## config.mk

```make
export PLATFORM = sky130hd
export DESIGN_NAME = sram_port_arbiter
export DESIGN_NICKNAME = d
export VERILOG_FILES = /design/src/rtl/sram_port_arbiter.sv
export SDC_FILE = /design/constraint.sdc
export NUM_CORES = 1
export LEC_CHECK = 0
export CORE_ASPECT_RATIO = 0.9
export CORE_MARGIN = 1.5
export CORE_UTILIZATION = 43
export CTS_CLUSTER_SIZE = 28
export DETAILED_ROUTE_END_ITERATION = 10
export PLACE_DENSITY = 0.9
export SYNTH_ARGS = -nofsm -noshare
export SYNTH_HDL_FRONTEND = slang
export SYNTH_SLANG_ARGS = --single-unit
```

## constraint.sdc

```tcl
create_clock -name clk_in -period 3.46 [get_ports clk_in]
set_input_delay 1.038 -clock clk_in [delete_from_list [all_inputs] [get_ports clk_in]]
set_output_delay 1.038 -clock clk_in [all_outputs]
set_load 0.005 [all_outputs]
```

## src/rtl/sram_port_arbiter.sv

```systemverilog
// Purpose: shares the SRAM port among boot copier, im and dm, with an im starvation guard and an access watchdog.
// Latency: request to mem_cs is 1 cycle; the done pulse comes 1 cycle after mem_done (or after the timeout).
// Backpressure: requesters hold *_work until their done pulse; only one transaction is in flight at a time.
module sram_port_arbiter #(
  parameter int ADDR_W       = 22,
  parameter int DATA_W       = 32,
  parameter int STARVE_LIMIT = 4,
  parameter int TIMEOUT      = 255
) (
  input  logic              clk_in,
  input  logic              rst_in,
  input  logic              boot_work,
  input  logic [ADDR_W-1:0] boot_addr,
  input  logic [DATA_W-1:0] boot_data,
  output logic              boot_done,
  input  logic              im_work,
  input  logic [ADDR_W-1:0] im_addr,
  output logic [DATA_W-1:0] im_dataout,
  output logic              im_done,
  input  logic              dm_work,
  input  logic              dm_we,
  input  logic [3:0]        dm_be,
  input  logic [ADDR_W-1:0] dm_addr,
  input  logic [DATA_W-1:0] dm_datain,
  output logic [DATA_W-1:0] dm_dataout,
  output logic              dm_done,
  output logic              mem_cs,
  output logic              mem_rw,
  output logic [ADDR_W-1:0] mem_addr,
  output logic [DATA_W-1:0] mem_data_wr,
  output logic [3:0]        mem_be,
  input  logic [DATA_W-1:0] mem_data_rd,
  input  logic              mem_done,
  output logic              bus_err,
  output logic              busy
);

  localparam int              SW         = $clog2(STARVE_LIMIT + 1);
  localparam logic [SW-1:0]   STARVE_MAX = SW'(STARVE_LIMIT);
  // The abort fires on the edge that ends the TIMEOUT-th ACCESS cycle.
  localparam logic [7:0]      TMO_LAST   = 8'(TIMEOUT - 1);

  typedef enum logic [1:0] {S_IDLE = 2'd0, S_ACCESS = 2'd1, S_RELEASE = 2'd2} state_t;
  typedef enum logic [1:0] {OWN_NONE = 2'd0, OWN_BOOT = 2'd1, OWN_IM = 2'd2, OWN_DM = 2'd3} owner_t;

  state_t        r_state;
  state_t        w_state_nxt;
  owner_t        r_owner;
  owner_t        w_grant;
  logic [SW-1:0] r_starve_cnt;
  logic [7:0]    r_tmo_cnt;
  logic          w_mem_ok;
  logic          w_timeout;
  logic          w_finish;

  assign busy     = (r_state != S_IDLE);
  assign w_finish = w_mem_ok | w_timeout;

  // State register; reset abandons any transaction in flight.
  always_ff @(posedge clk_in) begin
    if (!rst_in) r_state <= S_IDLE;
    else         r_state <= w_state_nxt;
  end

  // Next state, grant selection and access termination (mem_done beats the timeout).
  always_comb begin
    w_state_nxt = r_state;
    w_grant     = OWN_NONE;
    w_mem_ok    = 1'b0;
    w_timeout   = 1'b0;
    case (r_state)
      S_IDLE: begin
        if (boot_work)                                w_grant = OWN_BOOT;
        else if (im_work && r_starve_cnt == STARVE_MAX) w_grant = OWN_IM;
        else if (dm_work)                             w_grant = OWN_DM;
        else if (im_work)                             w_grant = OWN_IM;
        if (w_grant != OWN_NONE) w_state_nxt = S_ACCESS;
      end
      S_ACCESS: begin
        if (mem_done) begin
          w_mem_ok    = 1'b1;
          w_state_nxt = S_RELEASE;
        end else if (r_tmo_cnt == TMO_LAST) begin
          w_timeout   = 1'b1;
          w_state_nxt = S_RELEASE;
        end
      end
      S_RELEASE: w_state_nxt = S_IDLE;
      default:   w_state_nxt = S_IDLE;
    endcase
  end

  // Datapath: latch the winner on grant, capture read data, raise done for the RELEASE cycle.
  always_ff @(posedge clk_in) begin
    if (!rst_in) begin
      mem_cs       <= 1'b0;
      mem_rw       <= 1'b0;
      mem_addr     <= '0;
      mem_data_wr  <= '0;
      mem_be       <= '0;
      boot_done    <= 1'b0;
      im_done      <= 1'b0;
      dm_done      <= 1'b0;
      im_dataout   <= '0;
      dm_dataout   <= '0;
      bus_err      <= 1'b0;
      r_owner      <= OWN_NONE;
      r_starve_cnt <= '0;
      r_tmo_cnt    <= '0;
    end else begin
      boot_done <= 1'b0;
      im_done   <= 1'b0;
      dm_done   <= 1'b0;
      case (r_state)
        S_IDLE: begin
          if (w_grant != OWN_NONE) begin
            mem_cs    <= 1'b1;
            r_owner   <= w_grant;
            r_tmo_cnt <= '0;
          end
          case (w_grant)
            OWN_BOOT: begin
              mem_rw      <= 1'b0;
              mem_addr    <= boot_addr;
              mem_data_wr <= boot_data;
              mem_be      <= 4'hF;
            end
            OWN_IM: begin
              mem_rw      <= 1'b1;
              mem_addr    <= im_addr;
              mem_data_wr <= '0;
              mem_be      <= 4'hF;
            end
            OWN_DM: begin
              mem_rw      <= ~dm_we;
              mem_addr    <= dm_addr;
              mem_data_wr <= dm_datain;
              mem_be      <= dm_be;
            end
            default: ;
          endcase
          // Count dm wins only while im is actually waiting; boot grants do not count.
          if (!im_work || w_grant == OWN_IM)
            r_starve_cnt <= '0;
          else if (w_grant == OWN_DM && r_starve_cnt != STARVE_MAX)
            r_starve_cnt <= r_starve_cnt + 1'b1;
        end
        S_ACCESS: begin
          r_tmo_cnt <= r_tmo_cnt + 8'd1;
          if (w_finish) begin
            mem_cs    <= 1'b0;
            boot_done <= (r_owner == OWN_BOOT);
            im_done   <= (r_owner == OWN_IM);
            dm_done   <= (r_owner == OWN_DM);
          end
          if (w_mem_ok && mem_rw) begin
            if (r_owner == OWN_IM) im_dataout <= mem_data_rd;
            if (r_owner == OWN_DM) dm_dataout <= mem_data_rd;
          end
          if (w_timeout) bus_err <= 1'b1;
        end
        S_RELEASE: r_tmo_cnt <= '0;
        default: ;
      endcase
    end
  end

endmodule
```

# Yosys cells after proc, flatten, opt, wreduce, memory -nomap -nowiden
# Cells that the tools add are included.
# totals
word_cells	86
regBits	143
# op_classes
reduce_logical	26
bitwise	2
eq_ne	15
n_mux	26
addsub	2
# ops
op	n
32-bit one-hot mux with 3 select lines	1
22-bit one-hot mux with 3 select lines	1
8-bit one-hot mux with 3 select lines	1
2-bit 2-to-1 mux	9
2-bit AND reduction	7
3-bit AND reduction	4
2-bit nonzero test	6
2-bit == test (second input constant)	5
8-bit by 1-bit adder with 8-bit output (second input constant)	1
8-bit == test (second input constant)	1
8-bit 2-to-1 mux	1
4-bit one-hot mux with 2 select lines	1
1-bit 2-to-1 mux	7
2-bit by 1-bit == test with 1-bit output (second input constant)	3
3-bit 2-to-1 mux	2
2-bit inequality test (second input constant)	3
3-bit inequality test (second input constant)	2
3-bit nonzero test	2
2-bit one-hot mux with 2 select lines	1
3-bit by 1-bit adder with 3-bit output (second input constant)	1
3-bit == test (second input constant)	1
1-bit logical AND	3
1-bit one-hot mux with 3 select lines	1
2-bit zero test	1
6 further kinds	6

# Logic depth before layout (Yosys ltp)
# depth
word_depth	10
depth_mapped	7
depth_no_buf	6

# Least setup slack after synthesis
# No wires, ideal clock.
# synth_timing
kind	input-to-reg
startpoint	input boot_work
endpoint	register mem_addr[10]
t_arrival_ns	2.203
required_time_ns	3.337
stages	7
slack_ns	1.134
path_cell_list	buf_2 > nor3_4 > nand2_1 > buf_2 > buf_2 > a221oi_1 > o2bb2ai_1
# synth_between
elab_chain_cells	6
# synth_rtl
item	line	rtl
start: declaration	12	input logic boot_work,
2-bit 2-to-1 mux *	73	if (boot_work) w_grant = OWN_BOOT;
2-bit 2-to-1 mux * (2 in series)	71	case (r_state)
2-bit == test / 2-bit by 1-bit == test with 1-bit output (equally long branches)	121	case (w_grant)
3-bit nonzero test (no source line)	-	
2-bit AND reduction (no source line)	-	
end signal: assignment	124	mem_addr <= boot_addr;
end signal: assignment	130	mem_addr <= im_addr;
end signal: assignment	136	mem_addr <= dm_addr;
end: declaration	29	output logic [ADDR_W-1:0] mem_addr,
# Every way passes the cells marked *; elsewhere a longest branch is shown, timed or not. The select of a mux whose other input is x is not followed.
# A chain may end at the register's enable or synchronous reset.

# Worst setup path after layout
# layout_timing
startpoint	register r_state[0]
endpoint	output busy
# layout_between
elab_chain_cells	1
# layout_rtl
item	line	rtl
start: declaration	46	state_t r_state;
start signal: assignment	62	else r_state <= w_state_nxt;
2-bit nonzero test	56	assign busy = (r_state != S_IDLE);
end: declaration	35	output logic busy
# No other way between the ends.

==> flow_metrics.py <==
metrics = {
    "grt": {
        "grt_pass1_wl_microns": 30200,
        "grt_pass1_vias": 6006,
        "grt_antenna_before_repair": 0,
        "grt_overflow_total": 0,
        "grt_usage_pct": 26.5,
        "grt_max_degree": 73,
    },
    "sta": {
        "period_share_pct": 83.1,
        "report.final.slew_viol_count": 0,
        "setup_viol_count_final": 0,
        "final.min_clock_period_ns": 2.88,
        "fin_hold_ws_ns": 0.459,
        "tightest_slew_ns": 0.961,
        "rsz0062_at_grt": "no",
        "setup_ws_ns": 0.584,
        "max_freq_mhz": 348,
        "finalSetupTns_ns": 0,
        "final_hold_viol_count": 0,
        "skew_ns": 0.00793,
        "slew_headroom_pct": 35.9,
    },
    "final_layout": {
        "final_nets": 1139,
        "final_cell_mix": "300 x clkdlybuf4s50_1, 143 x dfxtp_1, 141 x nand2_1",
        "utilization_pct": 71.4,
        "final_layout_size_suffix_gt1_share_pct": 6.36,
        "area_growth_syn_to_layout_pct": 60.9,
        "fill_cells": 1015,
        "antennaDiodeCount": 0,
        "layout_commonest_cell": "clkdlybuf4s50_1",
    },
    "placed_design": {
        "dpl.hpwl_microns": 13500,
        "routabilityCongestion": 0.837,
        "portBuffers": 301,
        "pre_cts_slack_ns": 0.353,
    },
    "die": {
        "coreArea_sq_um": 13400,
        "initial_core_util_pct": 44.4,
        "die-area_sq_um": 14600,
        "rows": 40,
        "die_h_microns": 115,
        "chipWidth_microns": 127,
        "pin_count": 302,
    },
    "route": {
        "vias": 6231,
        "avgViaCountPerCell": 5.45,
        "drcViolationCount": 0,
        "drt.antenna.violating_nets": 0,
        "drt-pass1-iter-count": 4,
        "wl_per_cell_microns": 17.0,
        "drt_iter0_drc": 303,
        "routed_wl_microns": 19400,
    },
    "min_path": {
        "hold_depth": 2,
        "min_path_type": "flip-flop to flip-flop",
    },
    "worst_setup_path": {
        "critPathLaunchType": "flip-flop",
        "r2r_setup_slack_ns": 1.28,
        "cp_cell_sequence": "nor2_1 > inv_2 > clkdlybuf4s50_1",
        "cp_max_fo": 7,
        "worstSetupPathType": "flip-flop to primary output",
        "critPathCaptureType": "primary output",
        "slowest_stage": "clkdlybuf4s50_1",
        "crit_arrival_ns": 1.84,
        "ff2ff_path_depth": 4,
        "worstPathRequired_ns": 2.42,
        "max_stage_delay_ns": 0.50,
    },
    "pwr": {
        "p_leak_uw": 0.00342,
        "p_sw_uw": 1080,
        "switching_share_pct": 25.6,
        "power.density_nw_per_um2": 439,
        "pwr-share-clk_pct": 39.2,
        "pwr-share-comb_pct": 18.1,
        "p_seq_share_pct": 42.7,
        "p_int_uw": 3130,
        "fin_total_pwr_uw": 4200,
        "irDropWorstVdd_v": 0.000365,
    },
    "logic_synthesis": {
        "synth_seq_cells": 143,
        "async_flop_share_pct": 0,
        "syn_inst": 690,
        "synth_area_sq_um": 5950,
        "synth_edf_count": 0,
        "ys_seq_area_share_pct": 48.1,
        "synth.avg_cell_area_sq_um": 8.63,
        "synthDistinctLibCells": 39,
        "yosys_warnings": 0,
        "syn_nets": 867,
        "synth_ff_type": "dfxtp_1",
    },
    "clock_network": {
        "cts_tree": "yes",
        "clock_path_buffers": 2,
        "clock-root-buffer": "clkbuf_16",
        "cts-resized-gates": 0,
        "cts_buffers": 17,
        "worstSkewPairLatency_ns": 0.41,
        "cts.clk_slew.worst_paths_ns": 0.06,
        "cts_setup_buffers": 0,
        "htreeDepth": 4,
        "cts-hold-fix-buffers": 0,
        "cts_num_sinks": 143,
    },
    "outcome": {
        "outcome": "finished, final reports clean",
    },
    "run": {
        "max_cap_violations": 0,
    },
}
## state kept, by name, indices dropped and copies added, names as in the netlist
| signal | cells |
|---|---|
| r_state | 2 |
| r_starve_cnt | 3 |
| im_done | 1 |
| mem_rw | 1 |
| bus_err | 1 |
| mem_be | 4 |
| dm_done | 1 |
| mem_addr | 22 |
| r_owner | 2 |
| r_tmo_cnt | 8 |
| im_dataout | 32 |
| mem_data_wr | 32 |
| boot_done | 1 |
| mem_cs | 1 |
| dm_dataout | 32 |
## path summary, 6_finish.rpt
path             startpoint             end
max              r_state[0]            busy
min          im_dataout[16]  im_dataout[16]
max reg2reg      r_state[0]     mem_addr[3]
min reg2reg  im_dataout[16]  im_dataout[16]
## layout make-up
type | instances | area [sq um] | area share [%]
Sequential cell | 143 | 2860 | 29.9
Tap cell | 168 | 210 | 2.19
Timing Repair Buffer | 315 | 3120 | 32.5
Clock inverter | 12 | 90.1 | 0.940
Clock buffer | 20 | 447 | 4.66
Inverter | 6 | 22.5 | 0.235
Multi-Input combinational cell | 479 | 2830 | 29.6
## metal layers
metal	vias to the layer above	track usage (%)	wire length (microns)
met1	2881	29.6	7550
met5	-	0	0
met3	49	8.32	1480
li1	3010	-	-
met2	291	46.1	9620
met4	0	12.5	748
## Yosys cell counts (all sizes together), types with 5 or more instances
| library cell | n | area share (%) |
|---|---|---|
| o21ai | 65 | 5.5 |
| inv | 6 | 0.38 |
| nor3 | 5 | 0.69 |
| nor2 | 44 | 2.8 |
| buf | 19 | 1.7 |
| clkbuf | 43 | 2.7 |
| nand2 | 142 | 9.0 |
| a21boi | 68 | 8.6 |
| a21oi | 7 | 0.59 |
| dfxtp | 143 | 48 |
| o2bb2ai | 22 | 3.2 |
| a221oi | 54 | 7.9 |
| and3 | 23 | 2.4 |
## power by group through the flow
| stage | Combinational (uW) | Sequential (uW) | Clock (uW) |
|---|---|---|---|
| floorplan | 282 | 1830 | 0 |
| global placement | 744 | 1830 | 0 |
| detailed placement | 755 | 1830 | 0 |
| CTS | 761 | 1800 | 1670 |
| global route | 820 | 1810 | 1750 |
| finish | 761 | 1800 | 1650 |
## cell families after synthesis
logic type | synth area share (%)
and+or+nand+nor | 17.9
DFF | 48.1
AOI/OAI and AO/OA | 28.4
buffers and inverters | 4.77
adders and majority gates | 0.841
## per-stage QoR
stage	cell area, sq um	cells
global route	9580	1143
detailed placement	9040	1111
global placement	9040	1111
finish	9580	1143
CTS	9580	1143
floorplan	5950	690
## critical path, delay by kind of cell, from the launching register on
family / cells / cell delay, ns
simple gates: 1 / 0.43
buf+inv: 2 / 0.62
flops: 1 / 0.38
Note: power is estimated with default switching activity, not from simulation.
